[src/rtl/raster_pkg.sv]
// Shared widths, coordinate/coefficient types and scan FSM encoding for bb_raster_scan.
package raster_pkg;

  localparam int unsigned XW       = 9;
  localparam int unsigned YW       = 8;
  localparam int unsigned CW       = 10;
  localparam int unsigned KW       = 20;
  localparam int unsigned EW       = 22;
  localparam int unsigned SCREEN_W = 320;
  localparam int unsigned SCREEN_H = 240;

  typedef logic        [XW-1:0] coord_x_t;
  typedef logic        [YW-1:0] coord_y_t;
  typedef logic signed [CW-1:0] coef_t;
  typedef logic signed [KW-1:0] const_t;
  typedef logic signed [EW-1:0] edge_acc_t;

  typedef enum logic [1:0] {IDLE, SETUP, SCAN, DONE} scan_state_t;

  localparam coord_x_t XMax = coord_x_t'(SCREEN_W - 1);
  localparam coord_y_t YMax = coord_y_t'(SCREEN_H - 1);

  // Edge function at the box origin; coordinates zero-extend, coefficients sign-extend.
  function automatic edge_acc_t edge_init(input coef_t a, input coef_t b, input const_t c,
                                          input coord_x_t x, input coord_y_t y);
    return edge_acc_t'(a) * edge_acc_t'(x) + edge_acc_t'(b) * edge_acc_t'(y) + edge_acc_t'(c);
  endfunction

endpackage

[src/rtl/edge_step.sv]
// One edge-function accumulator pair (row start, running column) with its inside test.
// Build option TOP_LEFT_EN applies the top-left fill rule to pixels lying exactly on the edge.
module edge_step
  import raster_pkg::*;
(
  input  logic                 clk,
  input  logic                 rst,
  input  logic                 i_load,
  input  logic                 i_step_x,
  input  logic                 i_step_y,
  input  logic signed [EW-1:0] i_init,
  input  logic signed [CW-1:0] i_a,
  input  logic signed [CW-1:0] i_b,
  output logic                 o_inside
);

  edge_acc_t r_row;
  edge_acc_t r_col;
  edge_acc_t w_row_next;
  logic      w_on_edge_ok;

  assign w_row_next = r_row + edge_acc_t'(i_b);

  always_ff @(posedge clk or posedge rst) begin
    if (rst) begin
      r_row <= '0;
      r_col <= '0;
    end else if (i_load) begin
      r_row <= i_init;
      r_col <= i_init;
    end else if (i_step_y) begin
      r_row <= w_row_next;
      r_col <= w_row_next;
    end else if (i_step_x) begin
      r_col <= r_col + edge_acc_t'(i_a);
    end
  end

`ifdef TOP_LEFT_EN
  assign w_on_edge_ok = (!i_a[CW-1] && (i_a != '0)) ||
                        ((i_a == '0) && !i_b[CW-1] && (i_b != '0));
`else
  assign w_on_edge_ok = 1'b1;
`endif

  assign o_inside = !r_col[EW-1] && ((r_col != '0) || w_on_edge_ok);

endmodule

[src/rtl/bb_raster_scan.sv]
// Bounding-box raster scanner: walks the clamped box row-major and emits covered pixels.
// Build option TOP_LEFT_EN (see edge_step) selects the top-left fill rule.
module bb_raster_scan
  import raster_pkg::*;
(
  input  logic                 clk,
  input  logic                 rst,
  input  logic                 tri_valid,
  output logic                 tri_ready,
  input  logic signed [CW-1:0] a1,
  input  logic signed [CW-1:0] b1,
  input  logic signed [CW-1:0] a2,
  input  logic signed [CW-1:0] b2,
  input  logic signed [CW-1:0] a3,
  input  logic signed [CW-1:0] b3,
  input  logic signed [KW-1:0] c1,
  input  logic signed [KW-1:0] c2,
  input  logic signed [KW-1:0] c3,
  input  logic        [XW-1:0] bbxi,
  input  logic        [XW-1:0] bbxf,
  input  logic        [YW-1:0] bbyi,
  input  logic        [YW-1:0] bbyf,
  output logic                 pix_valid,
  input  logic                 pix_ready,
  output logic        [XW-1:0] pix_x,
  output logic        [YW-1:0] pix_y,
  output logic                 tri_done
);

  scan_state_t r_state, w_state_d;
  coef_t       r_a [3];
  coef_t       r_b [3];
  const_t      r_c [3];
  coord_x_t    r_bbxi, r_bbxf, r_xf, r_x, r_pix_x;
  coord_y_t    r_bbyi, r_bbyf, r_yf, r_y, r_pix_y;
  logic        r_scan_end, r_pix_valid;

  coord_x_t    w_xf;
  coord_y_t    w_yf;
  logic        w_accept, w_setup, w_degen, w_stall, w_eval, w_last_x, w_last, w_covered;
  logic [2:0]  w_inside;
  edge_acc_t   w_init [3];

  assign w_accept  = tri_valid && (r_state == IDLE);
  assign w_setup   = (r_state == SETUP);
  assign w_xf      = (r_bbxf > XMax) ? XMax : r_bbxf;
  assign w_yf      = (r_bbyf > YMax) ? YMax : r_bbyf;
  assign w_degen   = (r_bbxi > w_xf) || (r_bbyi > w_yf);
  assign w_stall   = r_pix_valid && !pix_ready;
  // r_scan_end marks (xf,yf) already evaluated; only the output drain remains.
  assign w_eval    = (r_state == SCAN) && !r_scan_end && !w_stall;
  assign w_last_x  = (r_x == r_xf);
  assign w_last    = w_last_x && (r_y == r_yf);
  assign w_covered = &w_inside;

  for (genvar i = 0; i < 3; i++) begin : g_edge
    assign w_init[i] = edge_init(r_a[i], r_b[i], r_c[i], r_bbxi, r_bbyi);

    edge_step u_edge_step (
      .clk      (clk),
      .rst      (rst),
      .i_load   (w_setup),
      .i_step_x (w_eval && !w_last_x),
      .i_step_y (w_eval && w_last_x && !w_last),
      .i_init   (w_init[i]),
      .i_a      (r_a[i]),
      .i_b      (r_b[i]),
      .o_inside (w_inside[i])
    );
  end

  always_comb begin
    w_state_d = r_state;
    unique case (r_state)
      IDLE:    if (tri_valid) w_state_d = SETUP;
      SETUP:   w_state_d = w_degen ? DONE : SCAN;
      SCAN:    if (r_scan_end && !w_stall) w_state_d = DONE;
      DONE:    w_state_d = IDLE;
      default: w_state_d = IDLE;
    endcase
  end

  always_ff @(posedge clk or posedge rst) begin
    if (rst) begin
      r_state     <= IDLE;
      for (int i = 0; i < 3; i++) begin
        r_a[i] <= '0;
        r_b[i] <= '0;
        r_c[i] <= '0;
      end
      r_bbxi      <= '0;
      r_bbxf      <= '0;
      r_bbyi      <= '0;
      r_bbyf      <= '0;
      r_xf        <= '0;
      r_yf        <= '0;
      r_x         <= '0;
      r_y         <= '0;
      r_scan_end  <= 1'b0;
      r_pix_valid <= 1'b0;
      r_pix_x     <= '0;
      r_pix_y     <= '0;
    end else begin
      r_state <= w_state_d;
      if (w_accept) begin
        r_a[0] <= a1;
        r_b[0] <= b1;
        r_c[0] <= c1;
        r_a[1] <= a2;
        r_b[1] <= b2;
        r_c[1] <= c2;
        r_a[2] <= a3;
        r_b[2] <= b3;
        r_c[2] <= c3;
        r_bbxi <= bbxi;
        r_bbxf <= bbxf;
        r_bbyi <= bbyi;
        r_bbyf <= bbyf;
      end
      if (w_setup) begin
        r_xf       <= w_xf;
        r_yf       <= w_yf;
        r_x        <= r_bbxi;
        r_y        <= r_bbyi;
        r_scan_end <= 1'b0;
      end
      if (w_eval) begin
        if (w_last) begin
          r_scan_end <= 1'b1;
        end else if (w_last_x) begin
          r_x <= r_bbxi;
          r_y <= r_y + coord_y_t'(1);
        end else begin
          r_x <= r_x + coord_x_t'(1);
        end
      end
      if (w_eval) begin
        r_pix_valid <= w_covered;
        if (w_covered) begin
          r_pix_x <= r_x;
          r_pix_y <= r_y;
        end
      end else if (pix_ready) begin
        r_pix_valid <= 1'b0;
      end
    end
  end

  assign tri_ready = (r_state == IDLE);
  assign tri_done  = (r_state == DONE);
  assign pix_valid = r_pix_valid;
  assign pix_x     = r_pix_x;
  assign pix_y     = r_pix_y;

endmodule

[config.mk]
export PLATFORM = sky130hd
export DESIGN_NAME = bb_raster_scan
export DESIGN_NICKNAME = d
export VERILOG_FILES = /design/src/rtl/raster_pkg.sv /design/src/rtl/edge_step.sv /design/src/rtl/bb_raster_scan.sv
export SDC_FILE = /design/constraint.sdc
export NUM_CORES = 2
export LEC_CHECK = 0
export ABC_AREA = 0
export CORE_ASPECT_RATIO = 2
export CORE_MARGIN = 5
export CORE_UTILIZATION = 55
export DETAILED_ROUTE_END_ITERATION = 16
export PLACE_DENSITY_LB_ADDON = 0.15
export SYNTH_ARGS = -nofsm -noshare
export SYNTH_HDL_FRONTEND = slang
export SYNTH_SLANG_ARGS = --single-unit
[constraint.sdc]
create_clock -name clk -period 14.2 [get_ports clk]
set_clock_uncertainty 0.1 [all_clocks]
set_input_delay 3.55 -clock clk [delete_from_list [all_inputs] [get_ports clk]]
set_output_delay 3.55 -clock clk [all_outputs]
set_load 0.005 [all_outputs]
== Word level (Yosys, flattened, before mapping) ==
Index checks and enable logic that the tools add are counted.

* Add/subtract/negate cells: 14
* Multipliers: 6
* $lt $le $gt $ge: 4
* Equal/unequal tests: 7
* Muxes and demuxes: 34
* Reduce and logical (&&, ||, !) cells: 25

{| class="wikitable"
|+ Operators by type and width
! cell !! number
|-
| $mux W22 || 15
|-
| $add A22 B10 Y22 || 6
|-
| $add A21 B20 Y22 || 3
|-
| $add A20 B19 Y21 || 3
|-
| $mul A10 B10 Y20 || 3
|-
| $mul A10 B9 Y19 || 3
|-
| $mux W9 || 5
|-
| $mux W8 || 5
|-
| $add A9 B1 Y9 const B || 1
|-
| $eq A9 B9 Y1 || 1
|-
| $gt A9 B9 Y1 || 1
|-
| $gt A9 B9 Y1 const B || 1
|-
| $logic_and A1 B1 Y1 || 9
|-
| $add A8 B1 Y8 const B || 1
|-
| $eq A8 B8 Y1 || 1
|-
| $gt A8 B8 Y1 || 1
|-
| $gt A8 B8 Y1 const B || 1
|-
| $logic_not A1 Y1 || 8
|-
| $pmux W2 S4 || 1
|-
| $mux W1 || 6
|-
| $eq A2 B2 Y1 const B || 2
|-
| $mux W2 || 2
|-
| $reduce_and A4 Y1 || 1
|-
| $reduce_bool A2 Y1 || 2
|-
| 8 further kinds || 8
|}

* Register bits: 341
* Input port bits: 158
* Output and inout bits: 20

== Longest topological paths before layout ==
* Depth after elaboration: 8
* Mapped depth: 25

== Cells and area by module ==
From an unflattened synthesis, not the netlist that was laid out.

* Cells, all modules: 4,575
* Area total of the unflattened synthesis: 43,847.1 sq um

{| class="wikitable"
|+ Modules (own cells, without submodules)
! module !! times used !! cells an instance !! area an instance (sq um) !! sequential area each (sq um)
|-
| bb_raster_scan || 1 || 3,198 || 32,154.6 || 5,230.0
|-
| edge_step || 3 || 459 || 3,897.5 || 1,101.1
|}

== Least setup slack after synthesis ==
No wires, ideal clock.

* Path type: reg2reg
* Start point: reg r_a[29] (netlist bit)
* End point: reg g_edge[0].u_edge_step.r_row[21]
* Data arrival time: 6,735 ps
* Path slack: 7,212 ps
* Cell stages (with the launch flop): 25
* Period minus slack after synthesis: 6,988 ps
* Cells stage by stage: dfrtp_1 clkbuf_1 nand2_1 fa_1 inv_1 fa_1 inv_1 fa_1 inv_1 fa_1 fa_1 fa_1 inv_1 fa_1 inv_1 ha_1 a21o_1 a21o_1 a2111oi_0 a21boi_1 o31ai_1 a2111oi_0 a41oi_1 nand4_1 o311ai_0

* Longest elaborated chain between the ends: 4

{| class="wikitable"
|+ RTL lines
! what !! RTL line !! source
|-
| start, declared || bb_raster_scan.sv:31 || <nowiki>coef_t r_a [3];</nowiki>
|-
| $mul A10 B10 Y20 || raster_pkg.sv:26 || <nowiki>return edge_acc_t'(a) * edge_acc_t'(x) + edge_acc_t'(b) * edge_acc_t'(y) + edge_acc_t'(c);</nowiki>
|-
| $add A20 B19 Y21 || raster_pkg.sv:26 ||
|-
| $add A21 B20 Y22 || raster_pkg.sv:26 ||
|-
| $mux W22 || edge_step.sv:28 || <nowiki>end else if (i_load) begin</nowiki>
|-
| end signal, assigned || edge_step.sv:29 || <nowiki>r_row <= i_init;</nowiki>
|-
| end signal, assigned || edge_step.sv:32 || <nowiki>r_row <= w_row_next;</nowiki>
|-
| end, declared || edge_step.sv:17 || <nowiki>edge_acc_t r_row;</nowiki>
|}

Every way passes these cells.
A chain may end at the register's enable or synchronous reset.

== Worst setup path in the final report ==
* Start point: reg r_bbxi[1]
* End point: reg g_edge[1].u_edge_step.r_col[20]

* Longest elaborated chain between the ends: 4

{| class="wikitable"
|+ RTL lines
! what !! RTL line !! source
|-
| start, declared || bb_raster_scan.sv:34 || <nowiki>coord_x_t r_bbxi, r_bbxf, r_xf, r_x, r_pix_x;</nowiki>
|-
| start signal, assigned || bb_raster_scan.sv:115 || <nowiki>r_bbxi <= bbxi;</nowiki>
|-
| $mul A10 B10 Y20 || raster_pkg.sv:26 ||
|-
| $add A20 B19 Y21 || raster_pkg.sv:26 ||
|-
| $add A21 B20 Y22 || raster_pkg.sv:26 ||
|-
| $mux W22 || edge_step.sv:28 ||
|-
| end signal, assigned || edge_step.sv:30 || <nowiki>r_col <= i_init;</nowiki>
|-
| end signal, assigned || edge_step.sv:33 || <nowiki>r_col <= w_row_next;</nowiki>
|-
| end signal, assigned || edge_step.sv:35 || <nowiki>r_col <= r_col + edge_acc_t'(i_a);</nowiki>
|-
| end, declared || edge_step.sv:18 || <nowiki>edge_acc_t r_col;</nowiki>
|}

Every way passes these cells.

==> flow_metrics.tcl <==
set metrics [dict create \
    status "finished clean" \
    seq_area_frac_synth 0.195 \
    post_synthesis_net_count 5830 \
    type_of_the_worst_setup_path "register to register" \
    hold_start "g_edge[2].u_edge_step.r_col[8]" \
    fmaxAchievable_mhz 132 \
    flow.area_growth_from_synthesis_pct 9.35 \
    final_core_utilization 0.606 \
    number_of_nets_with_antenna_violations_after_routing 0 \
    routed_wl_um 137000 \
    yosys_register_bits 341 \
    cts.sinks 341 \
    wire_length_of_the_first_global_routing_pass_um 208000 \
    drive_above_1_share 0.0673 \
    synth_top_family_by_area "adder cells" \
    final_nets 5940 \
    rows 146 \
    grt_setup_unrepaired "false" \
    drv.max_cap_violation_count 0 \
    clk_root_buffer_cell "sky130_fd_sc_hd__clkbuf_16" \
    placement.cell_area_um2 46700 \
    number_of_hold_buffers_added_after_cts 0 \
    placement.setup.worst_slack_ns 6.73 \
    ff2ff_path_depth 23 \
    post-cts-setup-buffers 0 \
    drt-initial-drc-count 2183 \
    cts-resized-gates 0 \
    detailed_place_hpwl_um 108000 \
    synth_flop_cell "sky130_fd_sc_hd__dfrtp_1" \
    hold-path-endpoint "g_edge[2].u_edge_step.r_col[8]" \
    place_congestion 0.949 \
    final_hold_viol_count 0 \
    yosys.area_share.xor_xnor 0.0347 \
    slew_viol_final 0 \
    die_height_um 409 \
    grt_start_max_net_pins 103 \
    post_drt_via_cell_ratio 5.83 \
    setup.reg_to_reg.worst_slack_ns 6.61 \
    synth_cells 4659 \
    cts_htree_levels 2 \
    kind_of_capture_point_of_the_worst_setup_path "register" \
    number_of_enable_flip_flop_cells_after_synthesis 0 \
    layout_worst_path_cycle_share 0.534 \
    boundaryPins 178 \
    antenna_found_initial 8 \
    max-slew-margin-rel 0.262 \
    final.setup.worst_slack_ns 6.61 \
    grtUsageTotal 0.320 \
    globalRoute.totalOverflow 0 \
    worst_r2r_startpoint "r_bbxi[1]" \
    clkLatencyLatePin_ns 0.60 \
    timing.critical_path.fanout_max 27 \
    wl_per_cell_um 23.4 \
    hold_path_class "register to register" \
    min_delay_path_depth 2 \
    post_synth.cell_area_avg_um2 9.41 \
    cp_data_required_time_ns 14.53 \
    critical_path.startpoint_type "register" \
    synth_adder_area_share 0.395 \
    ys_warn_count 0 \
    worst-endpoint-arrival_ns 7.92 \
    initial_utilization 0.554 \
    post_layout_minimum_cycle_time_ns 7.59 \
    post_synth_and_or_nand_nor_area_fraction 0.128 \
    cts.reportedPaths.clkPinSlew_ns 0.07 \
    num_vias 34031 \
    critical_path.reg2reg.endpoint "g_edge[1].u_edge_step.r_col[20]" \
    synth_mux_area_frac 0.0475 \
    core_area_um2 79100 \
    grt_pass1_vias 36490 \
    synth_cell_types 78 \
    placement.io_buffers 177 \
    finish.instance_area_um2 47900 \
    compound_gate_fraction_of_synth_area 0.110 \
    cts_buffers 38 \
    cts_tree "yes" \
    async_flop_share 1.00 \
    final.setup.tns_ns 0 \
    die-width_um 210 \
    die_area_um2 85800 \
    post_synth_instance_area_um2 43800 \
    firstDrtPassIters 5 \
    clock_tree_buffer_depth 3 \
    route.detailed.drc 0 \
    finalSetupViolCount 0 \
    actual_transition_at_the_worst_max_transition_pin_ns 1.10 \
]
[stage by stage]
stage / hold WS [ns] / std cells
floorplan: 0.345 / 4659
global placement: 0.357 / 5765
detailed placement: 0.367 / 5765
CTS: 0.383 / 5833
global route: 0.395 / 5835
finish: 0.382 / 5837
[cell usage in the layout (no fill, tap or decap), drive strengths merged, types with 9 or more instances in the layout]
master / count
a21o: 70
a211oi: 38
and3: 18
or2: 9
o21a: 35
buf: 48
o31a: 9
fa: 621
a31oi: 48
nor2: 211
a2111oi: 10
nand2b: 16
mux2: 176
nor3: 41
ha: 392
clkdlybuf4s50: 177
o22ai: 17
o31ai: 25
clkbuf: 48
a211o: 10
xor2: 45
a41oi: 10
a21boi: 12
nand3: 51
mux2i: 10
and2: 310
inv: 891
dfrtp: 341
xnor2: 126
o21ai: 127
clkinv: 13
a21oi: 242
a311oi: 11
nand2: 412
or3: 12
nand4: 15
o21bai: 18
nor2b: 26
a22oi: 16
[synth_stat cells, types with 15 or more instances]
| master | number | area, um2 |
|---|---|---|
| sky130_fd_sc_hd__a211oi_1 | 38 | 285 |
| sky130_fd_sc_hd__a21o_1 | 70 | 526 |
| sky130_fd_sc_hd__a21oi_1 | 242 | 1210 |
| sky130_fd_sc_hd__a22oi_1 | 16 | 120 |
| sky130_fd_sc_hd__a31oi_1 | 48 | 300 |
| sky130_fd_sc_hd__and2_1 | 310 | 1940 |
| sky130_fd_sc_hd__and3_1 | 18 | 113 |
| sky130_fd_sc_hd__buf_1 | 18 | 67.6 |
| sky130_fd_sc_hd__clkbuf_1 | 128 | 480 |
| sky130_fd_sc_hd__dfrtp_1 | 341 | 8530 |
| sky130_fd_sc_hd__fa_1 | 621 | 12400 |
| sky130_fd_sc_hd__ha_1 | 392 | 4900 |
| sky130_fd_sc_hd__inv_1 | 887 | 3330 |
| sky130_fd_sc_hd__mux2_2 | 176 | 1980 |
| sky130_fd_sc_hd__nand2_1 | 411 | 1540 |
| sky130_fd_sc_hd__nand2b_1 | 16 | 100 |
| sky130_fd_sc_hd__nand3_1 | 51 | 255 |
| sky130_fd_sc_hd__nand4_1 | 15 | 93.8 |
| sky130_fd_sc_hd__nor2_1 | 210 | 788 |
| sky130_fd_sc_hd__nor2b_1 | 26 | 163 |
| sky130_fd_sc_hd__nor3_1 | 41 | 205 |
| sky130_fd_sc_hd__o21a_1 | 35 | 263 |
| sky130_fd_sc_hd__o21ai_0 | 124 | 621 |
| sky130_fd_sc_hd__o21bai_1 | 18 | 135 |
| sky130_fd_sc_hd__o22ai_1 | 17 | 106 |
| sky130_fd_sc_hd__o31ai_1 | 23 | 173 |
| sky130_fd_sc_hd__xnor2_1 | 126 | 1100 |
| sky130_fd_sc_hd__xor2_1 | 45 | 394 |
[how the worst max path moves through the flow]
| stage | from | endpoint | slack (ns) | cells after the start |
|---|---|---|---|---|
| 2_1_floorplan | rst | g_edge[0].u_edge_step.r_col[0] | 1.10 | 1 |
| 3_3_place_gp | r_bbyi[0] | g_edge[0].u_edge_step.r_col[18] | 6.83 | 24 |
| 3_5_place_dp | r_bbyi[0] | g_edge[0].u_edge_step.r_col[18] | 6.73 | 24 |
| 4_1_cts | r_bbyi[0] | g_edge[0].u_edge_step.r_col[18] | 6.72 | 24 |
| 5_1_grt | r_bbxi[1] | g_edge[0].u_edge_step.r_row[21] | 6.25 | 24 |
| 6_report | r_bbxi[1] | g_edge[1].u_edge_step.r_col[20] | 6.61 | 23 |
[registers in the layout (all words and copies together) (netlist names), 9 cells and up]
register,cells
g_edge.u_edge_step.r_col,66
g_edge.u_edge_step.r_row,66
pix_x,9
r_a,30
r_b,30
r_bbxf,9
r_bbxi,9
r_c,60
r_x,9
r_xf,9
[cell families (layout without fill, tap and decap cells)]
group           after synthesis  count (layout)
simple gates               1151            1151
buf+inv                    1042            1180
fa+ha+maj                  1013            1013
compound gates              754             754
flops                       341             341
mux                         186             186
xor+xnor                    172             172
other cells                   0               4
[area by class of cell]
| cell class | instances | area [um2] |
|---|---|---|
| diodes | 4 | 10.0 |
| clock buffers | 48 | 1040 |
| clock inverters | 20 | 166 |
| fillers | 6981 | 31200 |
| inverters | 887 | 3340 |
| multi-input cells | 3276 | 31400 |
| flip-flops and latches | 341 | 8530 |
| well taps | 1036 | 1300 |
| repair buffers | 225 | 2130 |
[critical path: stages, from the launching register on]
cell and delay [ns]:
sky130_fd_sc_hd__dfrtp_1 0.45, sky130_fd_sc_hd__buf_4 0.28, sky130_fd_sc_hd__and2_1 0.24, sky130_fd_sc_hd__fa_1 0.53
sky130_fd_sc_hd__inv_1 0.05, sky130_fd_sc_hd__fa_1 0.46, sky130_fd_sc_hd__fa_1 0.49, sky130_fd_sc_hd__inv_1 0.05
sky130_fd_sc_hd__fa_1 0.48, sky130_fd_sc_hd__fa_1 0.51, sky130_fd_sc_hd__fa_1 0.49, sky130_fd_sc_hd__inv_1 0.05
sky130_fd_sc_hd__fa_1 0.48, sky130_fd_sc_hd__inv_1 0.04, sky130_fd_sc_hd__ha_1 0.31, sky130_fd_sc_hd__o21ai_0 0.34
sky130_fd_sc_hd__nor2_1 0.12, sky130_fd_sc_hd__a311oi_1 0.72, sky130_fd_sc_hd__o211ai_1 0.30, sky130_fd_sc_hd__nand3_1 0.16
sky130_fd_sc_hd__a41oi_1 0.14, sky130_fd_sc_hd__xor2_1 0.20, sky130_fd_sc_hd__a22oi_1 0.26, sky130_fd_sc_hd__a31oi_1 0.13
[per-layer routing]
layer / vias to the layer above / track usage / routed length, um
li1: 15140 / - / -
met1: 17209 / 0.321 / 43500
met2: 1138 / 0.575 / 70400
met3: 544 / 0.0430 / 6970
met4: 0 / 0.275 / 15800
met5: - / 0 / 0
Power is not shown: default switching activity piles up to over one toggle a cycle in this logic, so the estimate is an artifact.
